$ cat config.mk
export PLATFORM = sky130hd
export DESIGN_NAME = inst_encoder_flat
export DESIGN_NICKNAME = d
export VERILOG_FILES = /design/src/rtl/inst_enc_pkg.sv /design/src/rtl/inst_encoder_if.sv /design/src/rtl/inst_encoder_sync_fifo.sv /design/src/rtl/inst_encoder.sv /design/src/flat_wrapper.sv
export SDC_FILE = /design/constraint.sdc
export NUM_CORES = 1
export LEC_CHECK = 0
export CAP_MARGIN = 5
export CORE_MARGIN = 5
export CORE_UTILIZATION = 46
export CTS_CLUSTER_DIAMETER = 50
export DETAILED_ROUTE_END_ITERATION = 10
export PLACE_DENSITY = 0.85
export SLEW_MARGIN = 10
export SYNTH_ARGS = -nofsm -noshare
export SYNTH_HDL_FRONTEND = slang
export SYNTH_SLANG_ARGS = --single-unit
$ cat constraint.sdc
create_clock -name clk -period 2.3 [get_ports clk]
set_clock_uncertainty 0.15 [all_clocks]
set_input_delay 0.46 -clock clk [delete_from_list [all_inputs] [get_ports clk]]
set_output_delay 0.46 -clock clk [all_outputs]
set_load 0.02 [all_outputs]
$ cat src/rtl/inst_enc_pkg.sv
// -----------------------------------------------------------------------------
// inst_enc_pkg
// Shared types and helper functions for the RV32I instruction encoder.
//   fmt_t             : instruction format selector (R/I/S/B/U/J)
//   inst_fields_t     : one field bundle as presented on the input stream
//   OPCODE_*          : the nine RV32I major opcodes
//   gen_fmt_f         : opcode -> format (unknown opcodes map to R)
//   gen_inst_f        : field bundle -> packed 32-bit instruction word
//   imm_fits_f        : is imm representable as a signed value of 'width' bits
//   bundle_reject_f   : legality check used when INST_ENC_CHECK_EN is defined
// -----------------------------------------------------------------------------
package inst_enc_pkg;

  localparam logic [6:0] OPCODE_LUI    = 7'h37;
  localparam logic [6:0] OPCODE_AUIPC  = 7'h17;
  localparam logic [6:0] OPCODE_JAL    = 7'h6F;
  localparam logic [6:0] OPCODE_JALR   = 7'h67;
  localparam logic [6:0] OPCODE_BRANCH = 7'h63;
  localparam logic [6:0] OPCODE_LOAD   = 7'h03;
  localparam logic [6:0] OPCODE_STORE  = 7'h23;
  localparam logic [6:0] OPCODE_OPIMM  = 7'h13;
  localparam logic [6:0] OPCODE_OP     = 7'h33;

  typedef enum logic [2:0] {
    FMT_R,
    FMT_I,
    FMT_S,
    FMT_B,
    FMT_U,
    FMT_J
  } fmt_t;

  typedef struct packed {
    logic [6:0]  opcode;
    logic [2:0]  funct3;
    logic [6:0]  funct7;
    logic [4:0]  rd;
    logic [4:0]  rs1;
    logic [4:0]  rs2;
    logic [31:0] imm;
  } inst_fields_t;

  function automatic fmt_t gen_fmt_f(input logic [6:0] opcode);
    fmt_t fmt;
    case (opcode)
      OPCODE_OPIMM, OPCODE_LOAD, OPCODE_JALR: fmt = FMT_I;
      OPCODE_STORE:                           fmt = FMT_S;
      OPCODE_BRANCH:                          fmt = FMT_B;
      OPCODE_LUI, OPCODE_AUIPC:               fmt = FMT_U;
      OPCODE_JAL:                             fmt = FMT_J;
      default:                                fmt = FMT_R;
    endcase
    return fmt;
  endfunction

  function automatic logic opcode_known_f(input logic [6:0] opcode);
    logic known;
    case (opcode)
      OPCODE_LUI, OPCODE_AUIPC, OPCODE_JAL, OPCODE_JALR, OPCODE_BRANCH,
      OPCODE_LOAD, OPCODE_STORE, OPCODE_OPIMM, OPCODE_OP: known = 1'b1;
      default:                                            known = 1'b0;
    endcase
    return known;
  endfunction

  function automatic logic [31:0] gen_inst_f(input inst_fields_t f);
    logic [31:0] word;
    logic [31:0] imm;
    imm = f.imm;
    case (gen_fmt_f(f.opcode))
      FMT_I: begin
        // Shift-immediates carry funct7 in the upper bits and a 5-bit shamt.
        if (f.opcode == OPCODE_OPIMM && (f.funct3 == 3'b001 || f.funct3 == 3'b101))
          word = {f.funct7, imm[4:0], f.rs1, f.funct3, f.rd, f.opcode};
        else
          word = {imm[11:0], f.rs1, f.funct3, f.rd, f.opcode};
      end
      FMT_S:   word = {imm[11:5], f.rs2, f.rs1, f.funct3, imm[4:0], f.opcode};
      FMT_B:   word = {imm[12], imm[10:5], f.rs2, f.rs1, f.funct3, imm[4:1], imm[11], f.opcode};
      FMT_U:   word = {imm[31:12], f.rd, f.opcode};
      FMT_J:   word = {imm[20], imm[10:1], imm[11], imm[19:12], f.rd, f.opcode};
      default: word = {f.funct7, f.rs2, f.rs1, f.funct3, f.rd, f.opcode};
    endcase
    return word;
  endfunction

  function automatic logic imm_fits_f(input logic [31:0] imm, input int width);
    int lim;
    lim = 1 << (width - 1);
    return ($signed(imm) >= -lim) && ($signed(imm) < lim);
  endfunction

  function automatic logic bundle_reject_f(input inst_fields_t f);
    logic bad;
    bad = !opcode_known_f(f.opcode);
    case (gen_fmt_f(f.opcode))
      FMT_I, FMT_S: bad = bad || !imm_fits_f(f.imm, 12);
      FMT_B:        bad = bad || f.imm[0] || !imm_fits_f(f.imm, 13);
      FMT_J:        bad = bad || f.imm[0] || !imm_fits_f(f.imm, 21);
      FMT_U:        bad = bad || (f.imm[11:0] != 12'h000);
      default:      bad = bad;
    endcase
    return bad;
  endfunction

endpackage

$ cat src/rtl/inst_encoder_if.sv
// -----------------------------------------------------------------------------
// inst_encoder_if
// Groups the field-bundle input stream, the imem write port and the error
// outputs of the encoder.
//   master : the loader side (drives fields, addr_load, im_ready)
//   slave  : the encoder side (drives in_ready, im_*, err*)
// -----------------------------------------------------------------------------
interface inst_encoder_if #(
  parameter int ADDR_W = 10
);
  logic              in_valid;
  logic              in_ready;
  logic [6:0]        opcode;
  logic [2:0]        funct3;
  logic [6:0]        funct7;
  logic [4:0]        rd;
  logic [4:0]        rs1;
  logic [4:0]        rs2;
  logic [31:0]       imm;
  logic              addr_load;
  logic [ADDR_W-1:0] addr_val;
  logic              im_ready;
  logic              im_we;
  logic [ADDR_W-1:0] im_addr;
  logic [31:0]       im_wdata;
  logic              err;
  logic [7:0]        err_cnt;

  modport master (
    output in_valid, opcode, funct3, funct7, rd, rs1, rs2, imm,
           addr_load, addr_val, im_ready,
    input  in_ready, im_we, im_addr, im_wdata, err, err_cnt
  );

  modport slave (
    input  in_valid, opcode, funct3, funct7, rd, rs1, rs2, imm,
           addr_load, addr_val, im_ready,
    output in_ready, im_we, im_addr, im_wdata, err, err_cnt
  );
endinterface

$ cat src/rtl/inst_encoder_sync_fifo.sv
// -----------------------------------------------------------------------------
// sync_fifo
// Single-clock FIFO with first-word fall-through head (o_data shows the
// oldest entry whenever o_empty is low).
// Ports: clk, rst (sync, active high), i_push/i_data, i_pop,
//        o_data, o_full, o_empty.
// Pushes while full and pops while empty are ignored.
// -----------------------------------------------------------------------------
module sync_fifo #(
  parameter int WIDTH = 32,
  parameter int DEPTH = 4
) (
  input  logic             clk,
  input  logic             rst,
  input  logic             i_push,
  input  logic [WIDTH-1:0] i_data,
  input  logic             i_pop,
  output logic [WIDTH-1:0] o_data,
  output logic             o_full,
  output logic             o_empty
);
  localparam int PTR_W = $clog2(DEPTH);

  logic [WIDTH-1:0] r_mem [DEPTH];
  // One extra wrap bit distinguishes full from empty when indices match.
  logic [PTR_W:0]   r_wr_ptr;
  logic [PTR_W:0]   r_rd_ptr;
  logic             w_do_push;
  logic             w_do_pop;

  assign o_empty   = (r_wr_ptr == r_rd_ptr);
  assign o_full    = (r_wr_ptr[PTR_W] != r_rd_ptr[PTR_W]) &&
                     (r_wr_ptr[PTR_W-1:0] == r_rd_ptr[PTR_W-1:0]);
  assign w_do_push = i_push && !o_full;
  assign w_do_pop  = i_pop && !o_empty;
  assign o_data    = r_mem[r_rd_ptr[PTR_W-1:0]];

  always_ff @(posedge clk) begin
    if (w_do_push)
      r_mem[r_wr_ptr[PTR_W-1:0]] <= i_data;
  end

  always_ff @(posedge clk) begin
    if (rst) begin
      r_wr_ptr <= '0;
      r_rd_ptr <= '0;
    end else begin
      if (w_do_push)
        r_wr_ptr <= r_wr_ptr + 1'b1;
      if (w_do_pop)
        r_rd_ptr <= r_rd_ptr + 1'b1;
    end
  end
endmodule

$ cat src/rtl/inst_encoder.sv
// -----------------------------------------------------------------------------
// inst_encoder
// Packs RV32I field bundles into 32-bit instruction words and writes them
// sequentially into instruction memory through a small FIFO.
// Ports:
//   clk  : clock
//   rst  : synchronous active-high reset
//   bus  : inst_encoder_if.slave (field stream, imem write port, err/err_cnt)
// Optional feature: INST_ENC_CHECK_EN -- when defined, illegal bundles are
// consumed but dropped, pulsing err and bumping the saturating err_cnt.
// When undefined no checks are done and err/err_cnt are held at 0.
// -----------------------------------------------------------------------------
module inst_encoder
  import inst_enc_pkg::*;
#(
  parameter int ADDR_W     = 10,
  parameter int BASE_ADDR  = 0,
  parameter int FIFO_DEPTH = 4
) (
  input  logic          clk,
  input  logic          rst,
  inst_encoder_if.slave bus
);
  inst_fields_t      w_fields;
  logic [31:0]       w_word;
  logic              w_accept;
  logic              w_reject;
  logic              w_push;
  logic              w_pop;
  logic              w_full;
  logic              w_empty;
  logic [31:0]       w_head;
  logic [ADDR_W-1:0] r_addr;

  always_comb begin
    w_fields        = '0;
    w_fields.opcode = bus.opcode;
    w_fields.funct3 = bus.funct3;
    w_fields.funct7 = bus.funct7;
    w_fields.rd     = bus.rd;
    w_fields.rs1    = bus.rs1;
    w_fields.rs2    = bus.rs2;
    w_fields.imm    = bus.imm;
  end

  assign w_word   = gen_inst_f(w_fields);
  assign w_accept = bus.in_valid && !w_full;

`ifdef INST_ENC_CHECK_EN
  assign w_reject = bundle_reject_f(w_fields);
`else
  assign w_reject = 1'b0;
`endif

  assign w_push = w_accept && !w_reject;
  // Held off during reset so a mid-stream reset stops writes immediately.
  assign w_pop  = !w_empty && bus.im_ready && !rst;

  sync_fifo #(
    .WIDTH (32),
    .DEPTH (FIFO_DEPTH)
  ) u_fifo (
    .clk     (clk),
    .rst     (rst),
    .i_push  (w_push),
    .i_data  (w_word),
    .i_pop   (w_pop),
    .o_data  (w_head),
    .o_full  (w_full),
    .o_empty (w_empty)
  );

  // addr_load wins over the post-write increment; a write in the same cycle
  // still goes out on the old address.
  always_ff @(posedge clk) begin
    if (rst)
      r_addr <= ADDR_W'(BASE_ADDR);
    else if (bus.addr_load)
      r_addr <= bus.addr_val;
    else if (w_pop)
      r_addr <= r_addr + 1'b1;
  end

  assign bus.in_ready = !w_full;
  assign bus.im_we    = w_pop;
  assign bus.im_addr  = r_addr;
  assign bus.im_wdata = w_head;

`ifdef INST_ENC_CHECK_EN
  logic       r_err;
  logic [7:0] r_err_cnt;

  always_ff @(posedge clk) begin
    if (rst) begin
      r_err     <= 1'b0;
      r_err_cnt <= 8'd0;
    end else begin
      r_err <= w_accept && w_reject;
      if (w_accept && w_reject && r_err_cnt != 8'hFF)
        r_err_cnt <= r_err_cnt + 8'd1;
    end
  end

  assign bus.err     = r_err;
  assign bus.err_cnt = r_err_cnt;
`else
  assign bus.err     = 1'b0;
  assign bus.err_cnt = 8'd0;
`endif
endmodule

$ cat src/flat_wrapper.sv
// flat-port wrapper written by rule: the top's interface ports become plain ports
module inst_encoder_flat import inst_enc_pkg::*;
#(
  parameter int ADDR_W     = 10,
  parameter int BASE_ADDR  = 0,
  parameter int FIFO_DEPTH = 4
)
  (clk, rst, bus_in_valid, bus_opcode, bus_funct3, bus_funct7, bus_rd, bus_rs1, bus_rs2, bus_imm, bus_addr_load, bus_addr_val, bus_im_ready, bus_in_ready, bus_im_we, bus_im_addr, bus_im_wdata, bus_err, bus_err_cnt);
  inst_encoder_if #(.ADDR_W(ADDR_W)) bus_i ();
  input  logic clk;
  input  logic rst;
  input wire logic [$bits(bus_i.in_valid)-1:0] bus_in_valid;
  input wire logic [$bits(bus_i.opcode)-1:0] bus_opcode;
  input wire logic [$bits(bus_i.funct3)-1:0] bus_funct3;
  input wire logic [$bits(bus_i.funct7)-1:0] bus_funct7;
  input wire logic [$bits(bus_i.rd)-1:0] bus_rd;
  input wire logic [$bits(bus_i.rs1)-1:0] bus_rs1;
  input wire logic [$bits(bus_i.rs2)-1:0] bus_rs2;
  input wire logic [$bits(bus_i.imm)-1:0] bus_imm;
  input wire logic [$bits(bus_i.addr_load)-1:0] bus_addr_load;
  input wire logic [$bits(bus_i.addr_val)-1:0] bus_addr_val;
  input wire logic [$bits(bus_i.im_ready)-1:0] bus_im_ready;
  output wire logic [$bits(bus_i.in_ready)-1:0] bus_in_ready;
  output wire logic [$bits(bus_i.im_we)-1:0] bus_im_we;
  output wire logic [$bits(bus_i.im_addr)-1:0] bus_im_addr;
  output wire logic [$bits(bus_i.im_wdata)-1:0] bus_im_wdata;
  output wire logic [$bits(bus_i.err)-1:0] bus_err;
  output wire logic [$bits(bus_i.err_cnt)-1:0] bus_err_cnt;
  assign bus_i.in_valid = bus_in_valid;
  assign bus_i.opcode = bus_opcode;
  assign bus_i.funct3 = bus_funct3;
  assign bus_i.funct7 = bus_funct7;
  assign bus_i.rd = bus_rd;
  assign bus_i.rs1 = bus_rs1;
  assign bus_i.rs2 = bus_rs2;
  assign bus_i.imm = bus_imm;
  assign bus_i.addr_load = bus_addr_load;
  assign bus_i.addr_val = bus_addr_val;
  assign bus_i.im_ready = bus_im_ready;
  assign bus_in_ready = bus_i.in_ready;
  assign bus_im_we = bus_i.im_we;
  assign bus_im_addr = bus_i.im_addr;
  assign bus_im_wdata = bus_i.im_wdata;
  assign bus_err = bus_i.err;
  assign bus_err_cnt = bus_i.err_cnt;
  inst_encoder #(.ADDR_W(ADDR_W), .BASE_ADDR(BASE_ADDR), .FIFO_DEPTH(FIFO_DEPTH)) u_core (.clk(clk), .rst(rst), .bus(bus_i));
endmodule
After elaboration in Yosys (flattened, before gate mapping). Memory sizes are Yosys's and may differ from the RTL's. A register that Yosys moved wholly into a read port is not among the register bits. Index checks and enable logic that the tools add are counted.

Bits in registers: 16. Bits in writable memories: 128. Logic and storage cells: 48. Memories kept: 1.

Memories: u_core.u_fifo.r_mem (words 4, bits a word 32, read ports 1, clocked after memory_dff 1, wr ports 1, RTL line inst_encoder_sync_fifo.sv:24) `logic [WIDTH-1:0] r_mem [DEPTH];`.

Add/subtract/negate cells: 3. Eq/ne operators: 18. Muxes and demuxes: 9. Reductions and logical operators: 14.

Operators by type and width (number): $pmux W32 S5 (1); $mux W32 (1); $eq A7 B7 Y1 const B (3); $mux W10 (2); $pmux W3 S5 (1); $eq A7 B5 Y1 const B (2); $eq A7 B6 Y1 const B (2); $add A10 B1 Y10 const B (1); $eq A3 B3 Y1 const B (3); $eq A7 B2 Y1 const B (1); $logic_and A1 B1 Y1 (7); $add A3 B1 Y3 const B (2); $eq A3 B1 Y1 const B (2); $eq A3 B2 Y1 const B (2); $mux W2 (2); $eq A3 B3 Y1 (1); $logic_not A1 Y1 (3); $reduce_or A3 Y1 (1); $eq A2 B2 Y1 (1); $mux W1 (2); $reduce_bool A2 Y1 (1); $reduce_or A2 Y1 (1); $logic_or A1 B1 Y1 (1); $ne A1 B1 Y1 (1).

Logic depth before layout (Yosys ltp). Gate-level depths: netlist of run 1.

Word-level depth: 7. Mapped depth: 7. Depth with buffers taken out: 4.

Cells and area by module. From an unflattened synthesis of run 1, not the netlist that was laid out.

Cells, all modules: 388. Area, all modules: 6414.9 um^2.

Modules (own cells, without submodules): sync_fifo (instances 1, cells each 235, area an instance 5177.5 um^2, seq. area each 4003.8 um^2); inst_encoder (instances 1, cells each 153, area an instance 1237.4 um^2, seq. area each 200.2 um^2).

Worst setup path before layout of run 1. No wires, ideal clock.

Kind: register to register. Start: register u_core.u_fifo.r_wr_ptr[0]. End: memory u_core.u_fifo.r_mem[3][0] (enable). Library setup time: 0.393 ns. Arrival time: 1.829 ns. Data required time: 1.757 ns. Path slack: -0.072 ns. Stages on the path, launching flop included: 4. Buffers on the path: 0. Path through: dfxtp_1 > xor2_2 > o31a_1 > and2_1.

Cells in the longest elaborated chain, start to end: 7.

RTL lines: start: declaration (RTL line inst_encoder_sync_fifo.sv:26) `logic [PTR_W:0] r_wr_ptr;`; start signal: assignment (RTL line inst_encoder_sync_fifo.sv:49) `r_wr_ptr <= r_wr_ptr + 1'b1;`; $eq A2 B2 Y1 (RTL line inst_encoder_sync_fifo.sv:33) `(r_wr_ptr[PTR_W-1:0] == r_rd_ptr[PTR_W-1:0]);`; $logic_and A1 B1 Y1 (RTL line inst_encoder_sync_fifo.sv:32) `assign o_full = (r_wr_ptr[PTR_W] != r_rd_ptr[PTR_W]) &&`; $logic_not A1 Y1 (RTL line inst_encoder_sync_fifo.sv:34, inst_encoder.sv:47); $logic_and A1 B1 Y1 (RTL line inst_encoder.sv:47) `assign w_accept = bus.in_valid && !w_full;`; $logic_and A1 B1 Y1 (RTL line inst_encoder_sync_fifo.sv:34) `assign w_do_push = i_push && !o_full;`; $mux W1 (RTL line inst_encoder_sync_fifo.sv:39) `if (w_do_push)`; $mux W1 (implied by the code) (RTL line inst_encoder_sync_fifo.sv:40) `r_mem[r_wr_ptr[PTR_W-1:0]] <= i_data;`; end: declaration (RTL line inst_encoder_sync_fifo.sv:24).

Parallel ways exist; a longest one is shown, timed or not.

==> key figures, run 1 <==
Place
  • Placed cell areas: about 0.008 mm²
  • Routability cong.: 0.864
  • Hpwl dp: about 11000 µm
  • Setup WS pre-CTS: -0.444 ns
  • Buffers on Ports: about 120

Floorplanning
  • Die H: approximately 130 µm
  • Die area: roughly 0.016 mm²
  • Die X-Extent: 126 µm
  • Core Area: roughly 0.013 mm²
  • IO Pins: roughly 130
  • Row cnt: 42
  • Starting Density: 0.470

Synthesis
  • Most frequent cell after synthesis: edfxtp_1
  • Yosys reg bits: between 100 and 150
  • EDFF count, synth: roughly 130
  • Top post-synthesis cells by area: edfxtp_1 62%, mux4_2 12%, dfxtp_1 5.8%
  • Mean Syn Cell Area: 17.0 µm²
  • Sequential area share after synthesis: 0.673
  • Synth area leader: edfxtp_1
  • Cells after Synth: between 300 and 400
  • Cell variety after synth: 52
  • Post-synth top cells: 128 x edfxtp_1, 32 x mux4_2, 19 x nor2_1, 18 x dfxtp_1, 14 x o21ai_0
  • Post-synth top area share: 0.616
  • Async set-reset flop share out of synthesis: 0
  • Ys Warns: 0
  • Post-Syn Area: between 0.006 and 0.007 mm²
  • Ys flop type: edfxtp_1

Pwr
  • Psw: 1.94 mW
  • Leakage: just over 3 nW
  • Gate power share: 0.232
  • Flop pwr share: 0.408
  • Internal: around 5.8 mW
  • VDD IR max: just over 0.5 mV
  • Sw Share: 0.250
  • Cell Pwr Density: between 800 and 900 mW/mm²
  • Clock share of power: 0.360

Hold path
  • Hold path depth: 1
  • Hold Startpoint: bus_opcode[4]
  • Worst-case hold path end point: u_core.u_fifo.r_mem[0][4]
  • Min-delay worst type: in -> reg

Flow run
  • # Max-Cap Violations: 0

GRT
  • Largest net degree at the start of global routing: 34
  • GR Util All Layers: 0.201
  • Vias in the first global route: 4430
  • First-pass GRT wire length: approximately 24000 µm
  • Overflow left after global routing: 0
  • Initial antenna violation count: 2

Clock tree
  • CTS tree: done
  • Sink Count: 146
  • Clock transition at the registers of the reported paths: 0.05 ns
  • H-tree levels: 4
  • CTS Hold Bufs: 0
  • Root Driver: clkbuf_16
  • Clock Path Buffers: 2
  • Worst-skew pair later-pin latency: slightly above 0.4 ns
  • Num CTS Buffers: 17

Run status
  • Failing checks: negative setup slack
  • Status: finished, violations left

STA
  • RSZ-0062 raised after global routing: yes
  • Post-layout min period: about 2.4 ns
  • Setup WS post-layout: -0.0607 ns
  • Worst slew pin tran: around 0.52 ns
  • Slew HR: 0.652
  • Achievable Freq: approximately 420 MHz
  • Final hold violations: 0
  • Fin. max-slew vios: 0
  • Setup-failing EPs final: 28
  • Sum of negative setup slack: -0.654 ns
  • Final period util: 1.03

Layout
  • Share of cells above drive strength 1: 0.310
  • Final non-filler cell area: 0.00875 mm²
  • Area growth, synth to finish: 40.1%
  • Final #Nets: 620
  • ANT cells: 0

Detailed routing
  • Drt first pass iters: 5
  • Iter 0 DRT Violations: approximately 390
  • Via density: between 5 and 6
  • DRC viols: 0
  • Vias: between 4000 and 5000
  • Routed Wire Length: roughly 16000 µm
  • Routed Antenna Nets: 0
  • Drt wl/cell: about 23 µm

Worst setup path
  • Critical Path Sink Type: output pin
  • Reg2reg path depth: 5
  • R2r setup slk: roughly 0.33 ns
  • Startpoint Class: flop
  • Critical R2R Launch: u_core.u_fifo.r_wr_ptr[2]
  • CP Data Arrival Time: around 1.8 ns
  • Critical Path RT: about 1.7 ns
  • Crit path max fanout: 6
  • R2r endpoint: u_core.bus.im_addr[7]
  • CP Class: reg -> out
==> cells in the final DEF (no fill, tap or decap), drive strengths merged, types with 12 or more instances in the layout <==
| cell type | n |
|---|---|
| edfxtp | 128 |
| clkdlybuf4s50 | 85 |
| buf | 74 |
| mux4 | 32 |
| nor2 | 19 |
| clkbuf | 19 |
| dfxtp | 18 |
| o21ai | 14 |
| mux2 | 12 |
==> timing repair <==
| item | in CTS | in global routing |
|---|---|---|
| setup endpoints to repair | 78 | 81 |
| resized for setup | 146 | 69 |
| setup buffers | 3 | 0 |
| gates cloned | 0 | 2 |
| pin swaps | 3 | 0 |
==> sequential cells by signal, summed over array words and instances (netlist names), named ones only <==
| signal | cells |
|---|---|
| u_core.bus.im_addr | 10 |
| u_core.u_fifo.r_mem | 128 |
| u_core.u_fifo.r_rd_ptr | 3 |
| u_core.u_fifo.r_wr_ptr | 3 |
==> area by class of cell <==
cell class / count / area (µm²)
Multi-Input combinational cell: 194 / 1940
Timing Repair Buffer: 165 / 1730
Inverter: 11 / 41.3
Clock inverter: 13 / 169
Tap cell: 176 / 220
Clock buffer: 17 / 425
Sequential cell: 146 / 4220
Fill cell: 861 / 4550
==> kinds of logic (layout without fill, tap and decap cells) <==
logic type                 after synthesis  in the layout  share of synthesized area
DFF                                    146            146                      0.673
and+or+nand+nor                         69             69                     0.0609
AOI/OAI and AO/OA                       52             52                     0.0637
muxes                                   50             50                      0.147
buffers and inverters                   35            206                     0.0277
xor gates and xnor gates                 8              8                     0.0148
adders and majority gates                6              6                     0.0120
other                                    1              9                   0.000601
==> metrics by stage <==
step | cells | power [mW] | util | hold slack [ns]
3_5_place_dp | 687 | 4.85 | 0.602 | 0.386
2_1_floorplan | 375 | 4.05 | - | 0.368
6_report | 722 | 7.74 | 0.658 | 0.294
4_1_cts | 720 | 7.51 | 0.639 | 0.398
5_1_grt | 722 | 8.02 | 0.658 | 0.297
3_3_place_gp | 687 | 4.81 | 0.602 | 0.358
==> critical path, stage by stage (launching register included) <==
cell,delay (ns)
dfxtp_4,0.45
buf_12,0.16
mux4_2,0.56
buf_6,0.16
==> power by group through the flow <==
stage / combinational (mW) / clock, mW / sequential (mW)
after floorplan: 0.879 / 0 / 3.17
after detailed placement: 1.67 / 0 / 3.18
after CTS: 1.56 / 2.81 / 3.14
after global placement: 1.65 / 0 / 3.16
final: 1.80 / 2.78 / 3.16
after global routing: 1.90 / 2.95 / 3.17
==> worst max path at each step <==
stage	endpoint	slack [ns]	cells after the start
global route	bus_im_wdata[5]	-0.12	3
floorplan	u_core.u_fifo.r_mem[0][12]	0.08	7
global placement	u_core.u_fifo.r_mem[0][13]	-0.36	5
finish	bus_im_wdata[23]	-0.06	3
detailed placement	u_core.u_fifo.r_mem[2][15]	-0.44	5
CTS	bus_im_wdata[13]	-0.09	3
==> routing by layer <==
layer / vias to the layer above / GRT usage / routed length [µm]
li1: 1796 / - / -
met1: 2040 / 0.248 / 6220
met3: 38 / 0.0622 / 1500
met5: - / 0 / 27
met2: 244 / 0.343 / 8300
met4: 4 / 0.0580 / 351
No activity file was read; power rests on OpenSTA's default activity.
==> inputs of run 2 (changes only) <==
clock period = 2 ns   (was 2.3 ns; I/O delays follow)
==> run 2 against run 1 <==
The flow still finishes with violations (negative setup slack). Final area up 4.8%. Clock power up 20%. Clock-buffer cell count up 3. Sequential power up 14%. Critical path type unchanged. Combinational power up 29%. Critical path depth up 1. Sequential share of layout area down 2.2 points.
==> key figures, run 2 (synthesis gave the netlist of run 1 again) <==
Floorplanning
  • Die area: 0.0160 mm²
  • Starting Density: 0.470
  • Row cnt: 42
  • IO Pins: between 100 and 150
  • Core Area: ~0.013 mm²
  • Die H: between 100 and 150 µm
  • Die X-Extent: 126 µm

GRT
  • Peak-usage layer in the global routing report: met2
  • First-pass GRT wire length: approximately 25000 µm
  • Vias in the first global route: around 4500
  • Overflow left after global routing: 0
  • Initial antenna violation count: 1
  • GR Util All Layers: 0.206
  • GR Util met3: 0.0555
  • Largest net degree at the start of global routing: 23
  • GR Util met2: 0.373
  • GRT met1 Usage: 0.234

STA
  • Final hold violations: 0
  • Slew HR: 0.666
  • Achievable Freq: around 430 MHz
  • Setup-failing EPs final: 34
  • Fin. max-slew vios: 0
  • Final period util: 1.15
  • Worst slew pin tran: between 0.4 and 0.5 ns
  • Setup WS post-layout: -0.308 ns
  • Post-layout min period: ~2.3 ns
  • Sum of negative setup slack: -8.10 ns
  • RSZ-0062 raised after global routing: yes

Run status
  • Failing checks: negative setup slack
  • Status: finished, violations left

Detailed routing
  • Vias: 4218
  • Drt wl/cell: approximately 22 µm
  • Routed Wire Length: around 17000 µm
  • DRC viols: 0
  • Drt first pass iters: 5
  • Via density: about 5.6
  • Iter 0 DRT Violations: ~370
  • Routed Antenna Nets: 0

Worst setup path
  • Crit path max fanout: 5
  • Reg2reg path depth: 5
  • CP Data Arrival Time: around 1.8 ns
  • Critical Path Sink Type: output pin
  • R2r endpoint: u_core.bus.im_addr[7]
  • Critical Path RT: 1.45 ns
  • R2r setup slk: approximately 0.050 ns
  • Startpoint Class: flop
  • CP Class: reg -> out
  • Critical R2R Launch: u_core.u_fifo.r_wr_ptr[0]

Pwr
  • Psw: approximately 2.3 mW
  • Sw Share: 0.246
  • Flop pwr share: 0.389
  • Leakage: about 3.4 nW
  • Clock share of power: 0.360
  • Gate power share: 0.250
  • VDD IR max: approximately 0.55 mV
  • Overall power: ~9.3 mW
  • Internal: roughly 7.0 mW
  • Cell Pwr Density: between 1000 and 1500 mW/mm²

Hold path
  • Hold path depth: 2
  • Hold Startpoint: bus_opcode[3]
  • Min-delay worst type: in -> reg
  • Worst-case hold path end point: u_core.u_fifo.r_mem[2][3]

Layout
  • Commonest non-fill, non-tap cell in the layout: edfxtp_1
  • Max reg flops: about 130
  • Most frequent cells in the layout: 128 x edfxtp_1, 73 x clkdlybuf4s50_1, 46 x buf_4, 37 x buf_6, 32 x mux4_2
  • Final #Nets: between 600 and 700
  • ANT cells: 0
  • Area growth, synth to finish: 46.9%
  • Share of cells above drive strength 1: 0.350

Clock tree
  • Num CTS Buffers: 17
  • CTS Hold Bufs: 0
  • CTS tree: done
  • Sink Count: roughly 150
  • Worst-skew pair later-pin latency: just over 0.4 ns
  • H-tree levels: 4
  • Clock transition at the registers of the reported paths: about 0.06 ns
  • Root Driver: clkbuf_16
  • Clock Path Buffers: 2

Place
  • Setup WS pre-CTS: -0.646 ns
  • Routability cong.: 0.866
  • Buffers on Ports: approximately 120
  • Hpwl dp: around 11000 µm

Flow run
  • # Max-Cap Violations: 0
==> run 2: cell types whose count changed in the layout (fill, tap and decap cells not counted), moves of 4 or more <==
cell	previous run	this run
buf_4	29	46
o21ai_0	10	6
clkinv_2	6	2
buf_6	29	37
buf_2	5	0
mux2_2	11	3
buf_16	0	4
o21ai_2	1	5
mux2_4	0	8
clkdlybuf4s50_1	85	73
dlygate4sd2_1	2	11
==> run 2: worst max-delay path by stage <==
stage / to / slack (ns) / cells after the start
2_1_floorplan: u_core.u_fifo.r_mem[3][0] / -0.04 / 3
3_3_place_gp: u_core.u_fifo.r_mem[2][23] / -0.56 / 7
3_5_place_dp: u_core.u_fifo.r_mem[3][23] / -0.65 / 7
4_1_cts: bus_im_wdata[3] / -0.31 / 4
5_1_grt: bus_im_wdata[7] / -0.35 / 4
6_report: bus_im_wdata[7] / -0.31 / 4
==> run 2: routing by layer <==
metal | vias up | wire, µm
li1 | 1845 | -
met1 | 2127 | 6060
met2 | 207 | 9060
met3 | 37 | 1060
met4 | 2 | 362
met5 | - | 13
==> run 2: layout make-up <==
| cell class | count | area [µm²] |
|---|---|---|
| Sequential cell | 146 | 4220 |
| Fill cell | 837 | 4130 |
| Multi-Input combinational cell | 194 | 2030 |
| Timing Repair Buffer | 189 | 2030 |
| Clock buffer | 20 | 437 |
| Tap cell | 176 | 220 |
| Clock inverter | 12 | 188 |
| Inverter | 11 | 41.3 |
==> run 2: power by group through the flow <==
stage	Clock [mW]	Sequential [mW]	Combinational, mW
4_1_cts	3.38	3.59	2.28
3_3_place_gp	0	3.63	1.94
2_1_floorplan	0	3.64	1.02
3_5_place_dp	0	3.64	1.96
5_1_grt	3.54	3.62	2.43
6_report	3.34	3.61	2.32
==> run 2: worst max-delay path, cell delays in order (launching register included) <==
cell,delay [ns]
dfxtp_4,0.37
buf_12,0.14
buf_16,0.13
mux4_2,0.54
buf_6,0.16
==> run 2: repair_timing <==
action	CTS	global route
cloned	4	0
setup buffers	7	0
pin swaps	8	3
resized for setup	231	32
hold endpoints to repair	0	0
endpoints found under the setup margin	134	163
==> run 2: through the flow <==
step / utilization / std cells / hold slack [ns] / cell area [µm²]
2_1_floorplan: - / 375 / 0.349 / 6350
3_3_place_gp: 0.619 / 706 / 0.357 / 8220
3_5_place_dp: 0.619 / 706 / 0.363 / 8220
4_1_cts: 0.682 / 749 / 0.307 / 9070
5_1_grt: 0.690 / 748 / 0.324 / 9170
6_report: 0.690 / 748 / 0.332 / 9170
==> inputs of run 3 (changes only) <==
CORE_UTILIZATION = 30   (was 46)
PLACE_DENSITY = 0.63   (was 0.85)
==> run 3 against run 2 <==
The flow still finishes with violations (negative setup slack). Maximum frequency rose by 1.6%. Register-to-register slack barely moved. Sequential power barely moved. Critical endpoint is now bus_im_wdata[20]. Final area rose by 0.23%. Sequential share of layout area barely moved.
==> key figures, run 3 (synthesis gave the netlist of run 1 again) <==
Run status
  • Status: finished, violations left
  • Failing checks: negative setup slack

Pwr
  • VDD IR max: 0.638 mV
  • Leakage: 3.31 nW
  • Gate power share: 0.243
  • Internal: ~6.8 mW
  • Clock share of power: 0.360
  • Cell Pwr Density: ~990 mW/mm²
  • Sw Share: 0.253
  • Flop pwr share: 0.397
  • Psw: 2.30 mW

STA
  • Setup-failing EPs final: 34
  • Post-layout min period: approximately 2.3 ns
  • Final hold violations: 0
  • Setup WS post-layout: -0.271 ns
  • Sum of negative setup slack: -7.38 ns
  • Worst slew pin tran: 0.539 ns
  • Final period util: 1.14
  • Hold WS: roughly 0.24 ns
  • Achievable Freq: 440 MHz
  • Fin. max-slew vios: 0
  • RSZ-0062 raised after global routing: yes
  • Slew HR: 0.637

Clock tree
  • Num CTS Buffers: 17
  • Clock transition at the registers of the reported paths: 0.06 ns
  • Clock Path Buffers: 2
  • CTS tree: done
  • Sink Count: between 100 and 150
  • CTS Hold Bufs: 0
  • Root Driver: clkbuf_16
  • H-tree levels: 4
  • Worst-skew pair later-pin latency: 0.41 ns

Floorplanning
  • Starting Density: 0.307
  • Die area: between 0.02 and 0.025 mm²
  • Core Area: just over 0.02 mm²
  • IO Pins: 132
  • Die X-Extent: around 150 µm
  • Die H: about 150 µm
  • Row cnt: 52

Flow run
  • # Max-Cap Violations: 0

Detailed routing
  • DRC viols: 0
  • Vias: roughly 4100
  • Via density: roughly 4.8
  • Drt wl/cell: between 15 and 20 µm
  • Routed Antenna Nets: 0
  • Iter 0 DRT Violations: around 250
  • Drt first pass iters: 4
  • Routed Wire Length: roughly 16000 µm

Hold path
  • Min-delay worst type: in -> reg

Worst setup path
  • CP Class: reg -> out
  • Critical Path RT: between 1 and 1.5 ns
  • CP Data Arrival Time: between 1.5 and 2 ns
  • Crit path max fanout: 8
  • Critical Path Sink Type: output pin
  • Startpoint Class: flop

Layout
  • Max reg flops: around 130
  • Area growth, synth to finish: 47.2%
  • Final #Nets: roughly 640
  • Filler cells: ~1800
  • Commonest non-fill, non-tap cell in the layout: edfxtp_1
  • Most frequent cells in the layout: 128 x edfxtp_1, 72 x clkdlybuf4s50_1, 47 x buf_4, 38 x buf_6, 32 x mux4_2
  • Share of cells above drive strength 1: 0.349
  • Layout Utilization: 0.451

GRT
  • Overflow left after global routing: 0
  • GR Util All Layers: 0.137
  • Largest net degree at the start of global routing: 23
  • Initial antenna violation count: 3
  • First-pass GRT wire length: roughly 25000 µm
  • Vias in the first global route: 4421

Place
  • Routability cong.: around 0.92
  • Buffers on Ports: around 120
  • Setup WS pre-CTS: -0.600 ns
  • Hpwl dp: ~12000 µm
## run 3: timing repair
action                                  in CTS  in global routing
pin swaps                                    6                  8
setup buffers                                5                  2
gates resized for setup                    185                 55
hold endpoints to repair                     0                  0
endpoints found under the setup margin     129                 51
cloned                                       1                  0
## run 3: routing by layer
layer,GRT usage,up-vias,routed length (µm)
met2,0.224,142,7950
met4,0.0500,2,332
met5,0,-,20
li1,-,1851,-
met3,0.0464,28,925
met1,0.169,2029,6850
## run 3: worst paths after layout
path	cells past startpoint	startpoint	slack (ns)	end
setup / recovery	3	flop	-0.27	bus_im_wdata[20]
hold reg to reg	2	u_core.bus.im_addr[7]	0.38	u_core.bus.im_addr[7]
hold / removal	1	bus_opcode[3]	0.24	u_core.u_fifo.r_mem[2][3]
setup reg to reg	6	u_core.u_fifo.r_rd_ptr[1]	0.06	u_core.bus.im_addr[9]
## run 3: critical path, stage by stage, from the launching register on
cell and delay [ns]:
dfxtp_4 0.43, buf_12 0.16, mux4_2 0.55, buf_6 0.16
## run 3: metrics by stage
step / std cells / cell area, µm² / total power [mW]
2_1_floorplan: 375 / 6350 / 4.66
3_3_place_gp: 802 / 8320 / 5.66
3_5_place_dp: 802 / 8320 / 5.69
4_1_cts: 840 / 9130 / 9.12
5_1_grt: 843 / 9190 / 9.46
6_report: 843 / 9190 / 9.09
## run 3: cell type report
type,count,area (µm²),share of cell area
Clock buffer,18,429,0.0467
Sequential cell,146,4230,0.460
Clock inverter,14,185,0.0201
Timing Repair Buffer,188,1930,0.210
Tap cell,270,338,0.0368
Multi-Input combinational cell,194,2040,0.221
Inverter,11,41.3,0.00449
Antenna cell,2,5.00,0.000545
## run 3: power by group through the flow
stage	Combinational [mW]	Sequential, mW	Clock [mW]
CTS	2.18	3.61	3.34
floorplan	1.02	3.64	0
global route	2.36	3.63	3.48
detailed placement	2.03	3.65	0
global placement	2.02	3.64	0
finish	2.21	3.61	3.27
